<file path="src/rtl/hilo_muldiv_pkg.sv">
// Shared definitions for the HI/LO register pair and its multiply/divide engine.
// Operation and state encodings plus the default datapath width.
package hilo_muldiv_pkg;

    localparam int REG_BUS_W = 32;

    typedef enum logic [1:0] {
        OP_MULT  = 2'b00,
        OP_MULTU = 2'b01,
        OP_DIV   = 2'b10,
        OP_DIVU  = 2'b11
    } op_e;

    typedef enum logic [1:0] {
        ST_IDLE = 2'b00,
        ST_MUL  = 2'b01,
        ST_DIV  = 2'b10,
        ST_FIX  = 2'b11
    } state_e;

    // Bit 0 clear means the signed flavour (MULT, DIV).
    function automatic logic op_is_signed(input logic [1:0] op);
        return ~op[0];
    endfunction

endpackage

</file>
<file path="src/rtl/hilo_muldiv_div_core.sv">
// Iterative radix-2 restoring divider on unsigned magnitudes, one quotient bit per cycle.
// done pulses in the cycle that computes the last bit; results hold until the next start.
module div_core #(
    parameter int DATA_W = 32,
    parameter int CNT_W  = 6
) (
    input  logic              cpu_clk_50M,
    input  logic              cpu_rst,
    input  logic              start,
    input  logic              abort,
    input  logic [DATA_W-1:0] dividend,
    input  logic [DATA_W-1:0] divisor,
    output logic              done,
    output logic [DATA_W-1:0] quotient,
    output logic [DATA_W-1:0] remainder
);

    logic              running;
    logic [CNT_W-1:0]  cnt;
    logic [DATA_W-1:0] dvsr;
    logic [DATA_W:0]   shifted;
    logic [DATA_W:0]   trial;
    logic              fits;

    // A zero divisor always "fits", yielding an all-ones quotient and remainder = dividend.
    assign shifted = {remainder, quotient[DATA_W-1]};
    assign fits    = shifted >= {1'b0, dvsr};
    assign trial   = shifted - {1'b0, dvsr};
    assign done    = running && (cnt == CNT_W'(DATA_W - 1));

    always_ff @(posedge cpu_clk_50M) begin
        if (cpu_rst) begin
            running   <= 1'b0;
            cnt       <= '0;
            dvsr      <= '0;
            quotient  <= '0;
            remainder <= '0;
        end else if (abort) begin
            running <= 1'b0;
        end else if (start) begin
            running   <= 1'b1;
            cnt       <= '0;
            dvsr      <= divisor;
            quotient  <= dividend;
            remainder <= '0;
        end else if (running) begin
            cnt       <= cnt + CNT_W'(1);
            remainder <= fits ? trial[DATA_W-1:0] : shifted[DATA_W-1:0];
            quotient  <= {quotient[DATA_W-2:0], fits};
            if (done) begin
                running <= 1'b0;
            end
        end
    end

endmodule

</file>
<file path="src/rtl/hilo_muldiv.sv">
// HI/LO register pair with an iterative MULT/MULTU/DIV/DIVU engine (IDLE->MUL|DIV->FIX->IDLE).
// Define HILO_FWD_EN to forward pending HI/LO writes combinationally onto hi_o/lo_o.
module hilo_muldiv
    import hilo_muldiv_pkg::*;
#(
    parameter int DATA_W = REG_BUS_W,
    parameter int CNT_W  = 6
) (
    input  logic              cpu_clk_50M,
    input  logic              cpu_rst,
    input  logic              start_i,
    input  logic [1:0]        op_i,
    input  logic [DATA_W-1:0] src_a_i,
    input  logic [DATA_W-1:0] src_b_i,
    input  logic              flush_i,
    input  logic              we_hi_i,
    input  logic              we_lo_i,
    input  logic [DATA_W-1:0] hi_i,
    input  logic [DATA_W-1:0] lo_i,
    output logic              busy_o,
    output logic              done_o,
    output logic [DATA_W-1:0] hi_o,
    output logic [DATA_W-1:0] lo_o
);

    state_e              state, state_nxt;
    logic [CNT_W-1:0]    cnt;
    logic                is_div, sign_a, sign_b, div_zero;
    logic [DATA_W-1:0]   mcand;
    logic [2*DATA_W-1:0] prod;
    logic [DATA_W-1:0]   hi_q, lo_q;

    logic                idle, start_ok, last_mul, commit, div_done;
    logic                sa, sb;
    logic [DATA_W-1:0]   mag_a, mag_b;
    logic [DATA_W:0]     mul_sum;
    logic [DATA_W-1:0]   quot, rem;
    logic [2*DATA_W-1:0] prod_fix;
    logic [DATA_W-1:0]   quot_fix, rem_fix, res_hi, res_lo;
    logic                hi_we, lo_we;
    logic [DATA_W-1:0]   hi_nxt, lo_nxt;

    assign idle     = (state == ST_IDLE);
    assign start_ok = idle && start_i;
    assign last_mul = (cnt == CNT_W'(DATA_W - 1));
    assign commit   = (state == ST_FIX) && !flush_i;
    assign busy_o   = !idle;
    assign done_o   = commit;

    // Magnitudes fit unsigned in DATA_W bits, so the most-negative operand needs no special case.
    always_comb begin
        sa    = op_is_signed(op_i) & src_a_i[DATA_W-1];
        sb    = op_is_signed(op_i) & src_b_i[DATA_W-1];
        mag_a = sa ? -src_a_i : src_a_i;
        mag_b = sb ? -src_b_i : src_b_i;
    end

    always_comb begin
        state_nxt = state;
        case (state)
            ST_IDLE: if (start_i) state_nxt = op_i[1] ? ST_DIV : ST_MUL;
            ST_MUL:  if (flush_i) state_nxt = ST_IDLE; else if (last_mul) state_nxt = ST_FIX;
            ST_DIV:  if (flush_i) state_nxt = ST_IDLE; else if (div_done) state_nxt = ST_FIX;
            ST_FIX:  state_nxt = ST_IDLE;
            default: state_nxt = ST_IDLE;
        endcase
    end

    assign mul_sum = {1'b0, prod[2*DATA_W-1:DATA_W]} + (prod[0] ? {1'b0, mcand} : '0);

    always_ff @(posedge cpu_clk_50M) begin
        if (cpu_rst) begin
            state    <= ST_IDLE;
            cnt      <= '0;
            is_div   <= 1'b0;
            sign_a   <= 1'b0;
            sign_b   <= 1'b0;
            div_zero <= 1'b0;
            mcand    <= '0;
            prod     <= '0;
        end else begin
            state <= state_nxt;
            if (start_ok) begin
                cnt      <= '0;
                is_div   <= op_i[1];
                sign_a   <= sa;
                sign_b   <= sb;
                div_zero <= (src_b_i == '0);
                mcand    <= mag_a;
                prod     <= {{DATA_W{1'b0}}, mag_b};
            end else if (state == ST_MUL || state == ST_DIV) begin
                cnt <= cnt + CNT_W'(1);
                if (state == ST_MUL) begin
                    prod <= {mul_sum, prod[DATA_W-1:1]};
                end
            end
        end
    end

    div_core #(
        .DATA_W(DATA_W),
        .CNT_W (CNT_W)
    ) u_div_core (
        .cpu_clk_50M(cpu_clk_50M),
        .cpu_rst    (cpu_rst),
        .start      (start_ok && op_i[1]),
        .abort      (flush_i && !idle),
        .dividend   (mag_a),
        .divisor    (mag_b),
        .done       (div_done),
        .quotient   (quot),
        .remainder  (rem)
    );

    // Divide-by-zero keeps the raw all-ones quotient; the remainder still follows the dividend.
    always_comb begin
        prod_fix = (sign_a ^ sign_b) ? -prod : prod;
        quot_fix = ((sign_a ^ sign_b) && !div_zero) ? -quot : quot;
        rem_fix  = sign_a ? -rem : rem;
        res_hi   = is_div ? rem_fix  : prod_fix[2*DATA_W-1:DATA_W];
        res_lo   = is_div ? quot_fix : prod_fix[DATA_W-1:0];
        hi_we    = commit || (idle && we_hi_i);
        lo_we    = commit || (idle && we_lo_i);
        hi_nxt   = commit ? res_hi : hi_i;
        lo_nxt   = commit ? res_lo : lo_i;
    end

    always_ff @(posedge cpu_clk_50M) begin
        if (cpu_rst) begin
            hi_q <= '0;
            lo_q <= '0;
        end else begin
            if (hi_we) hi_q <= hi_nxt;
            if (lo_we) lo_q <= lo_nxt;
        end
    end

`ifdef HILO_FWD_EN
    assign hi_o = hi_we ? hi_nxt : hi_q;
    assign lo_o = lo_we ? lo_nxt : lo_q;
`else
    assign hi_o = hi_q;
    assign lo_o = lo_q;
`endif

endmodule
</file>
<file path="config.mk">
export PLATFORM = sky130hd
export DESIGN_NAME = hilo_muldiv
export DESIGN_NICKNAME = d
export VERILOG_FILES = /design/src/rtl/hilo_muldiv_pkg.sv /design/src/rtl/hilo_muldiv_div_core.sv /design/src/rtl/hilo_muldiv.sv
export SDC_FILE = /design/constraint.sdc
export NUM_CORES = 1
export LEC_CHECK = 0
export CAP_MARGIN = 20
export CELL_PAD_IN_SITES_DETAIL_PLACEMENT = 1
export CELL_PAD_IN_SITES_GLOBAL_PLACEMENT = 1
export CORE_UTILIZATION = 46
export CTS_BUF_LIST = sky130_fd_sc_hd__clkbuf_8 sky130_fd_sc_hd__clkbuf_16
export DETAILED_ROUTE_END_ITERATION = 8
export PLACE_DENSITY_LB_ADDON = 0.1
export SYNTH_ARGS = -nofsm -noshare
export SYNTH_HDL_FRONTEND = slang
export SYNTH_HIERARCHICAL = 1
export SYNTH_SLANG_ARGS = --single-unit
export TNS_END_PERCENT = 30
</file>
<file path="constraint.sdc">
create_clock -name cpu_clk_50M -period 5.12 [get_ports cpu_clk_50M]
set_input_delay 1.024 -clock cpu_clk_50M [delete_from_list [all_inputs] [get_ports cpu_clk_50M]]
set_output_delay 1.024 -clock cpu_clk_50M [all_outputs]
set_load 0.005 [all_outputs]
</file>
==> Yosys cells after proc, flatten, opt, wreduce, memory -nomap -nowiden <==
Cells that the tools add are included.
{ "word_totals": {"wordCells": 95, "ff_bits": 275, "in_bits": 136} }
{ "op_classes": {"n_mux": 30, "reduce_logical": 26, "n_addsub": 9, "n_bitwise": 5, "n_eq_ne": 8, "order_cmp": 1} }
{ "op_table": {"columns": ["operator", "count"], "rows": [
  ["$mux 32", 17],
  ["$neg 32->32", 4],
  ["$mux 64", 1],
  ["$neg 64->64", 1],
  ["$add 32x32->33", 1],
  ["$ge 33x32->1", 1],
  ["$logic_not 32->1", 1],
  ["$sub 32x32->32", 1],
  ["$add 6x1->6 const B", 2],
  ["$eq 6x5->1 const B", 2],
  ["$mux 2", 6],
  ["$mux 6", 2],
  ["$logic_and 1x1->1", 8],
  ["$pmux 2 s4", 1],
  ["$reduce_and 2->1", 4],
  ["$ne 3x3->1 const B", 2],
  ["$reduce_bool 2->1", 3],
  ["$eq 2x2->1 const B", 2],
  ["$reduce_or 2->1", 2],
  ["$logic_not 1->1", 3],
  ["$logic_or 1x1->1", 3],
  ["$mux 1", 3],
  ["$reduce_and 3->1", 1],
  ["$and 1x1->1", 2],
  ["other kinds (5)", 6]
]} }

==> Logic depth before layout (Yosys ltp) <==
{ "depth": {"ltp_word": 5, "depth_mapped": 15, "mapped_depth_nobuf": 14} }

==> Cells and area by module <==
The synthesis kept the hierarchy.
{ "by_module_without_submodules": {"columns": ["mod", "instances", "cells_per_inst", "area_each_um2", "seq_area_each_um2"], "rows": [
  ["hilo_muldiv", 1, 1760, 12958.7, 3443.3],
  ["div_core", 1, 842, 6249.7, 2062.0]
]} }

==> Least setup slack after synthesis <==
No wires, ideal clock.
{ "synth_path": {"kind": "input to register", "from": "input port src_b_i[14]", "to": "register prod[28]", "path_buffers": 0, "stages": 10, "path_slack_ps": 1592, "t_arrival_ps": 3437, "path_cell_list": "or4_4 -> or3_4 -> or2_1 -> or4_4 -> nor4_4 -> and2b_1 -> a31oi_1 -> xor2_1 -> nor2_1 -> a311oi_1"} }
{ "synth_via": {"elab_chain_cells": 3} }
{ "synth_lines": {"columns": ["element", "line", "source"], "rows": [
  ["start: declaration", "hilo_muldiv.sv:14", "input logic [DATA_W-1:0] src_b_i,"],
  ["$neg 32->32", "hilo_muldiv.sv:55", "mag_b = sb ? -src_b_i : src_b_i;"],
  ["$mux 32", "hilo_muldiv.sv:55", null],
  ["net mag_b[28]", "hilo_muldiv.sv:35", "logic [DATA_W-1:0] mag_a, mag_b;"],
  ["$mux 32", "hilo_muldiv.sv:83", "if (start_ok) begin"],
  ["end signal: assignment", "hilo_muldiv.sv:90", "prod <= {{DATA_W{1'b0}}, mag_b};"],
  ["end signal: assignment", "hilo_muldiv.sv:94", "prod <= {mul_sum, prod[DATA_W-1:1]};"],
  ["end: declaration", "hilo_muldiv.sv:30", "logic [2*DATA_W-1:0] prod;"]
]} }
The timed path passes the listed nets, and every way through them passes these cells.
A chain may end at the register's enable or synchronous reset.

==> Worst setup path after layout <==
{ "layout_path": {"from": "input port src_a_i[2]", "to": "register u_div_core.quotient[29]"} }
{ "layout_via": {"elab_chain_cells": 3} }
{ "layout_lines": {"columns": ["element", "line", "source"], "rows": [
  ["start: declaration", "hilo_muldiv.sv:13", "input logic [DATA_W-1:0] src_a_i,"],
  ["$neg 32->32", "hilo_muldiv.sv:54", "mag_a = sa ? -src_a_i : src_a_i;"],
  ["$mux 32", "hilo_muldiv.sv:54", null],
  ["net mag_a[29]", "hilo_muldiv.sv:35", null],
  ["$mux 32", "hilo_muldiv_div_core.sv:40", "end else if (start) begin"],
  ["end signal: assignment", "hilo_muldiv_div_core.sv:44", "quotient <= dividend;"],
  ["end signal: assignment", "hilo_muldiv_div_core.sv:49", "quotient <= {quotient[DATA_W-2:0], fits};"],
  ["end: declaration", "hilo_muldiv_div_core.sv:14", "output logic [DATA_W-1:0] quotient,"]
]} }
The timed path passes the listed nets, and every way through them passes these cells.

==> impl_summary.md <==
Clocking
TritonCTS built the clock tree. The clock buffer count from CTS is 35. Once the clock tree was built, the setup fixing pass inserted 0 buffers. The quantity of hold-fixing buffers added after cts is 0.

Clock tree synthesis found a total of 275 sinks. The maximum level of the CTS H-tree is 2. The clock tree root buffer cell is sky130_fd_sc_hd__clkbuf_16.

Clock-pin slew was measured on the worst setup and hold paths at 60 ps. The insertion delay of the later-clocked pin in the worst-skew pair is 560 ps. Post-CTS repair changed the size of 0 cells. Counting along the longest clock path gives a buffer depth of 3.

STA
Final hold analysis gives a worst-case slack of 453 ps. The worst-case setup margin in the final layout is 1150 ps. The post-route clock period utilization is 77.6%.

Based on the critical path, the design can be clocked at up to 252 MHz. Setup repair after global routing left no endpoint under its margin. The max-slew violation total from the final report is 0. For the final routed database, the setup TNS stands at 0 ps. The worst slew margin relative to its limit is 25.5%. The minimum period implied by the final worst setup slack is 3970 ps.

The number of failing hold endpoints at the final stage is 0. For the pin with the worst max-slew slack, the measured transition is 1110 ps. The worst setup skew after layout is 17.1 ps. Setup violations remaining at the end of the flow were counted as 0.

Global route
Entering global routing, the biggest net connects 89 pins. For this run, global-route usage on met1 was measured as 45.8%. The first-pass GRT wire length is 113 mm. Global routing consumed, over all layers together, 34.1% of the routing resources. The initial antenna violation count is 1. Global routing used 4.87% of the available met3 tracks. The via count of the first global-routing pass came to 19900. Global routing finished with a remaining overflow of 0. Global routing consumed, on the met2 layer, 55.0% of the routing resources. The global routing stage identified its most utilized layer as met2.

Logic synthesis
The mapped netlist covers 19200 um2. In this run, synthesis produced a sequential element count of 275. The synthesized area per cell is 7.38 um2. Counting every net in the synthesized netlist gives 2816. The proportion of synthesized chip area in sequential cells is 28.7%.

The fraction of registers with async set or reset after synthesis is 0%. The number of instances in the synthesized netlist is 2602. The count of flip-flops with a built-in enable after synthesis is 0. In this run, distinct cell masters in the synthesized netlist total 79. The number of warnings reported in the yosys synthesis log is 6. For this run, the leading register cell type out of synthesis is sky130_fd_sc_hd__dfxtp_1.

Critical path
The critical path goes through clkdlybuf4s50_1, nor4_1, nand2b_1, nor4_1, and2_1, nand2_1, or3_1, nor4_1, nor2_1, xnor2_1, inv_1, nor2b_1, a21oi_1, nor2_1, nor3_1. In this run the worst path has a maximum fanout of 5. The worst setup path is captured at a flip-flop.

In this design, the stage delay of the slowest critical-path cell is 510 ps. The slowest stage of the critical path is the sky130_fd_sc_hd__clkdlybuf4s50_1 cell. The total buffers and inverters traversed by the critical path is 2.

Among cell families on the critical path, the largest total delay comes from simple AND/OR/NAND/NOR gates. The most frequent cell on the critical path is sky130_fd_sc_hd__nor4_1. The kind of start point of the critical path is an input pin. The worst setup path is of the input pin to flip-flop kind.

For the worst setup path, the data arrival time is 4380 ps. The required time at the endpoint of the critical path is 5530 ps.

Outcome
The checks that failed: design-rule violations. The run finished, with violations left.

Layout
The ratio of cells with drive above 1 in the final layout is 4.95%. The number of nets in the final layout is 2920. At the end of the flow the core is filled with cells to 55.3%. Fill cells in the final layout number 5122. Compared with the post-synthesis result, the final layout area differs by 18.0%.

Placed design
The placement-stage worst setup slack is 668 ps. The congestion estimate from routability-driven global placement came to 0.960. The number of port buffers is 201. After legalization and detailed placement, the total HPWL measured 54.5 mm.

Power and ir drop
The maximum ir drop on the vdd rail is 0.000624 V. For this design the static power due to leakage is 0.00878 uW. Power spread over the standard cell area amounts to 585 nW/um2. Summing internal, switching and leakage power gives 13300 uW.

Routing
Using the TritonRoute via totals, the vias-per-cell ratio works out to 6.14. After the first detailed-routing iteration, the DRC count stood at 1520. For this block, the routed nets add up to 73.5 mm of wire. The post-detailed-route wirelength per cell is 22.5 um.

The count of nets left with antenna violations once routing finished came out at 0. In the routed design, unresolved DRC markers number 32. The first-pass detailed-route iteration total is 7. The routed layout has 20000 vias.

Floorplanning
The placeable core region is 41000 um2. In this run the vertical extent of the chip is 206 um. The starting density of the core is 46.8%. The horizontal extent of the die is 206 um.

The area enclosed by the die boundary is 42600 um2. 202 I/O pins were placed. The number of placement rows is 74.

Min path
The worst hold path belongs to the class flip-flop to flip-flop.

Run
Across the run, the number of max-cap violations was 0.
## layer usage
| metal | wire [um] | vias to the layer above |
|---|---|---|
| met5 | 0 | - |
| met4 | 2600 | 0 |
| li1 | - | 9434 |
| met1 | 33500 | 9854 |
| met2 | 33300 | 611 |
| met3 | 4080 | 126 |
## area by class of cell
type	count	area, um2	area share, %
clock buffer	42	983	4.34
sequential	275	5510	24.3
tap	532	666	2.94
inverter	68	255	1.13
clock inverter	19	181	0.800
antenna	1	2.50	0.0110
multi-input combinational	2091	12800	56.5
timing repair buffer	235	2280	10.0
## path summary, 6_finish.rpt
check	end	slack, ps	startpoint	depth (start not counted)
setup / recovery	u_div_core/quotient[29]	1150	src_a_i[2]	15
hold / removal	mcand[30]	450	mcand[30]	2
setup reg to reg	prod[62]	1210	prod[0]	12
hold reg to reg	mcand[30]	450	mcand[30]	2
## synth_stat cells, types with 18 or more instances
cell	count	share of area [%]
sky130_fd_sc_hd__nor2_1	381	7.4
sky130_fd_sc_hd__dfxtp_1	275	29
sky130_fd_sc_hd__nand2_1	269	5.3
sky130_fd_sc_hd__a21oi_1	233	6.1
sky130_fd_sc_hd__clkbuf_1	130	2.5
sky130_fd_sc_hd__xnor2_1	122	5.6
sky130_fd_sc_hd__xor2_1	117	5.3
sky130_fd_sc_hd__nor3_1	105	2.7
sky130_fd_sc_hd__o21ai_0	104	2.7
sky130_fd_sc_hd__nand3_1	79	2.1
sky130_fd_sc_hd__ha_1	76	5.0
sky130_fd_sc_hd__inv_1	68	1.3
sky130_fd_sc_hd__a311oi_1	62	2.8
sky130_fd_sc_hd__nor2b_1	45	1.5
sky130_fd_sc_hd__and2_1	43	1.4
sky130_fd_sc_hd__mux2i_1	37	1.9
sky130_fd_sc_hd__o31ai_1	33	1.3
sky130_fd_sc_hd__o21ai_1	27	0.70
sky130_fd_sc_hd__nand2b_1	25	0.81
sky130_fd_sc_hd__a21o_1	22	0.86
sky130_fd_sc_hd__buf_1	22	0.43
sky130_fd_sc_hd__nor4_1	22	0.72
sky130_fd_sc_hd__o22ai_1	22	0.72
sky130_fd_sc_hd__a211oi_1	19	0.74
sky130_fd_sc_hd__o41ai_1	18	0.82
## state kept, by name (all words and copies together) (netlist names), 2 cells and up
register              cells
mcand                    32
cnt                       6
u_div_core/quotient      32
prod                     64
lo_o                     32
state                     2
u_div_core/remainder     32
u_div_core/dvsr          32
u_div_core/cnt            6
hi_o                     32
## tightest hold or removal path: cells and delay by family, from the launching register on
family | cells | cell delay [ps]
simple gates | 1 | 50
flops | 1 | 300
compound gates | 1 | 50
## metrics by stage
stage	instance area, um2	std cells
final	22700	3263
after detailed placement	21500	3200
after global placement	21500	3200
after floorplan	19200	2602
after CTS	22700	3261
after global routing	22700	3263
## power breakdown
group          internal, uW  total [uW]  leakage [uW]  switching [uW]
Sequential             2650        3310       0.00225             661
Clock                  1520        2560      0.000599            1040
Combinational          2800        7390       0.00593            4590
## kinds of logic after synthesis
group                    count (synthesis)  synth area share [%]
AND/OR/NAND/NOR                       1070                  26.1
AO/OA/AOI/OAI                          667                  22.4
flip-flops                             275                  28.7
XOR/XNOR                               239                  10.9
buffers and inverters                  236                  4.91
adder cells (fa/ha/maj)                 78                  5.16
multiplexers                            37                  1.93
## cell usage in the layout (no fill, tap or decap), types with 8 or more instances in the layout
cell type | netlist | routed
sky130_fd_sc_hd__a211oi_1 | 19 | 19
sky130_fd_sc_hd__a21o_1 | 22 | 22
sky130_fd_sc_hd__a21oi_1 | 233 | 233
sky130_fd_sc_hd__a22o_1 | 12 | 12
sky130_fd_sc_hd__a22oi_1 | 12 | 12
sky130_fd_sc_hd__a311oi_1 | 62 | 62
sky130_fd_sc_hd__a31oi_1 | 17 | 17
sky130_fd_sc_hd__a32oi_1 | 9 | 9
sky130_fd_sc_hd__and2_1 | 43 | 43
sky130_fd_sc_hd__and3_1 | 12 | 12
sky130_fd_sc_hd__buf_4 | 0 | 33
sky130_fd_sc_hd__clkbuf_16 | 0 | 36
sky130_fd_sc_hd__clkdlybuf4s50_1 | 0 | 200
sky130_fd_sc_hd__clkinv_2 | 0 | 8
sky130_fd_sc_hd__dfxtp_1 | 275 | 274
sky130_fd_sc_hd__ha_1 | 76 | 75
sky130_fd_sc_hd__inv_1 | 68 | 73
sky130_fd_sc_hd__mux2i_1 | 37 | 37
sky130_fd_sc_hd__nand2_1 | 269 | 268
sky130_fd_sc_hd__nand2b_1 | 25 | 24
sky130_fd_sc_hd__nand3_1 | 79 | 79
sky130_fd_sc_hd__nand4_1 | 15 | 15
sky130_fd_sc_hd__nor2_1 | 381 | 378
sky130_fd_sc_hd__nor2b_1 | 45 | 43
sky130_fd_sc_hd__nor3_1 | 105 | 105
sky130_fd_sc_hd__nor3b_1 | 8 | 8
sky130_fd_sc_hd__nor4_1 | 22 | 22
sky130_fd_sc_hd__o211ai_1 | 10 | 10
sky130_fd_sc_hd__o21a_1 | 10 | 10
sky130_fd_sc_hd__o21ai_0 | 104 | 104
sky130_fd_sc_hd__o21ai_1 | 27 | 27
sky130_fd_sc_hd__o21bai_1 | 9 | 9
sky130_fd_sc_hd__o22ai_1 | 22 | 22
sky130_fd_sc_hd__o31ai_1 | 33 | 33
sky130_fd_sc_hd__o41ai_1 | 18 | 18
sky130_fd_sc_hd__or3_1 | 16 | 16
sky130_fd_sc_hd__or4_1 | 15 | 15
sky130_fd_sc_hd__xnor2_1 | 122 | 121
sky130_fd_sc_hd__xor2_1 | 117 | 116
Power figures use the tool's default switching activity.
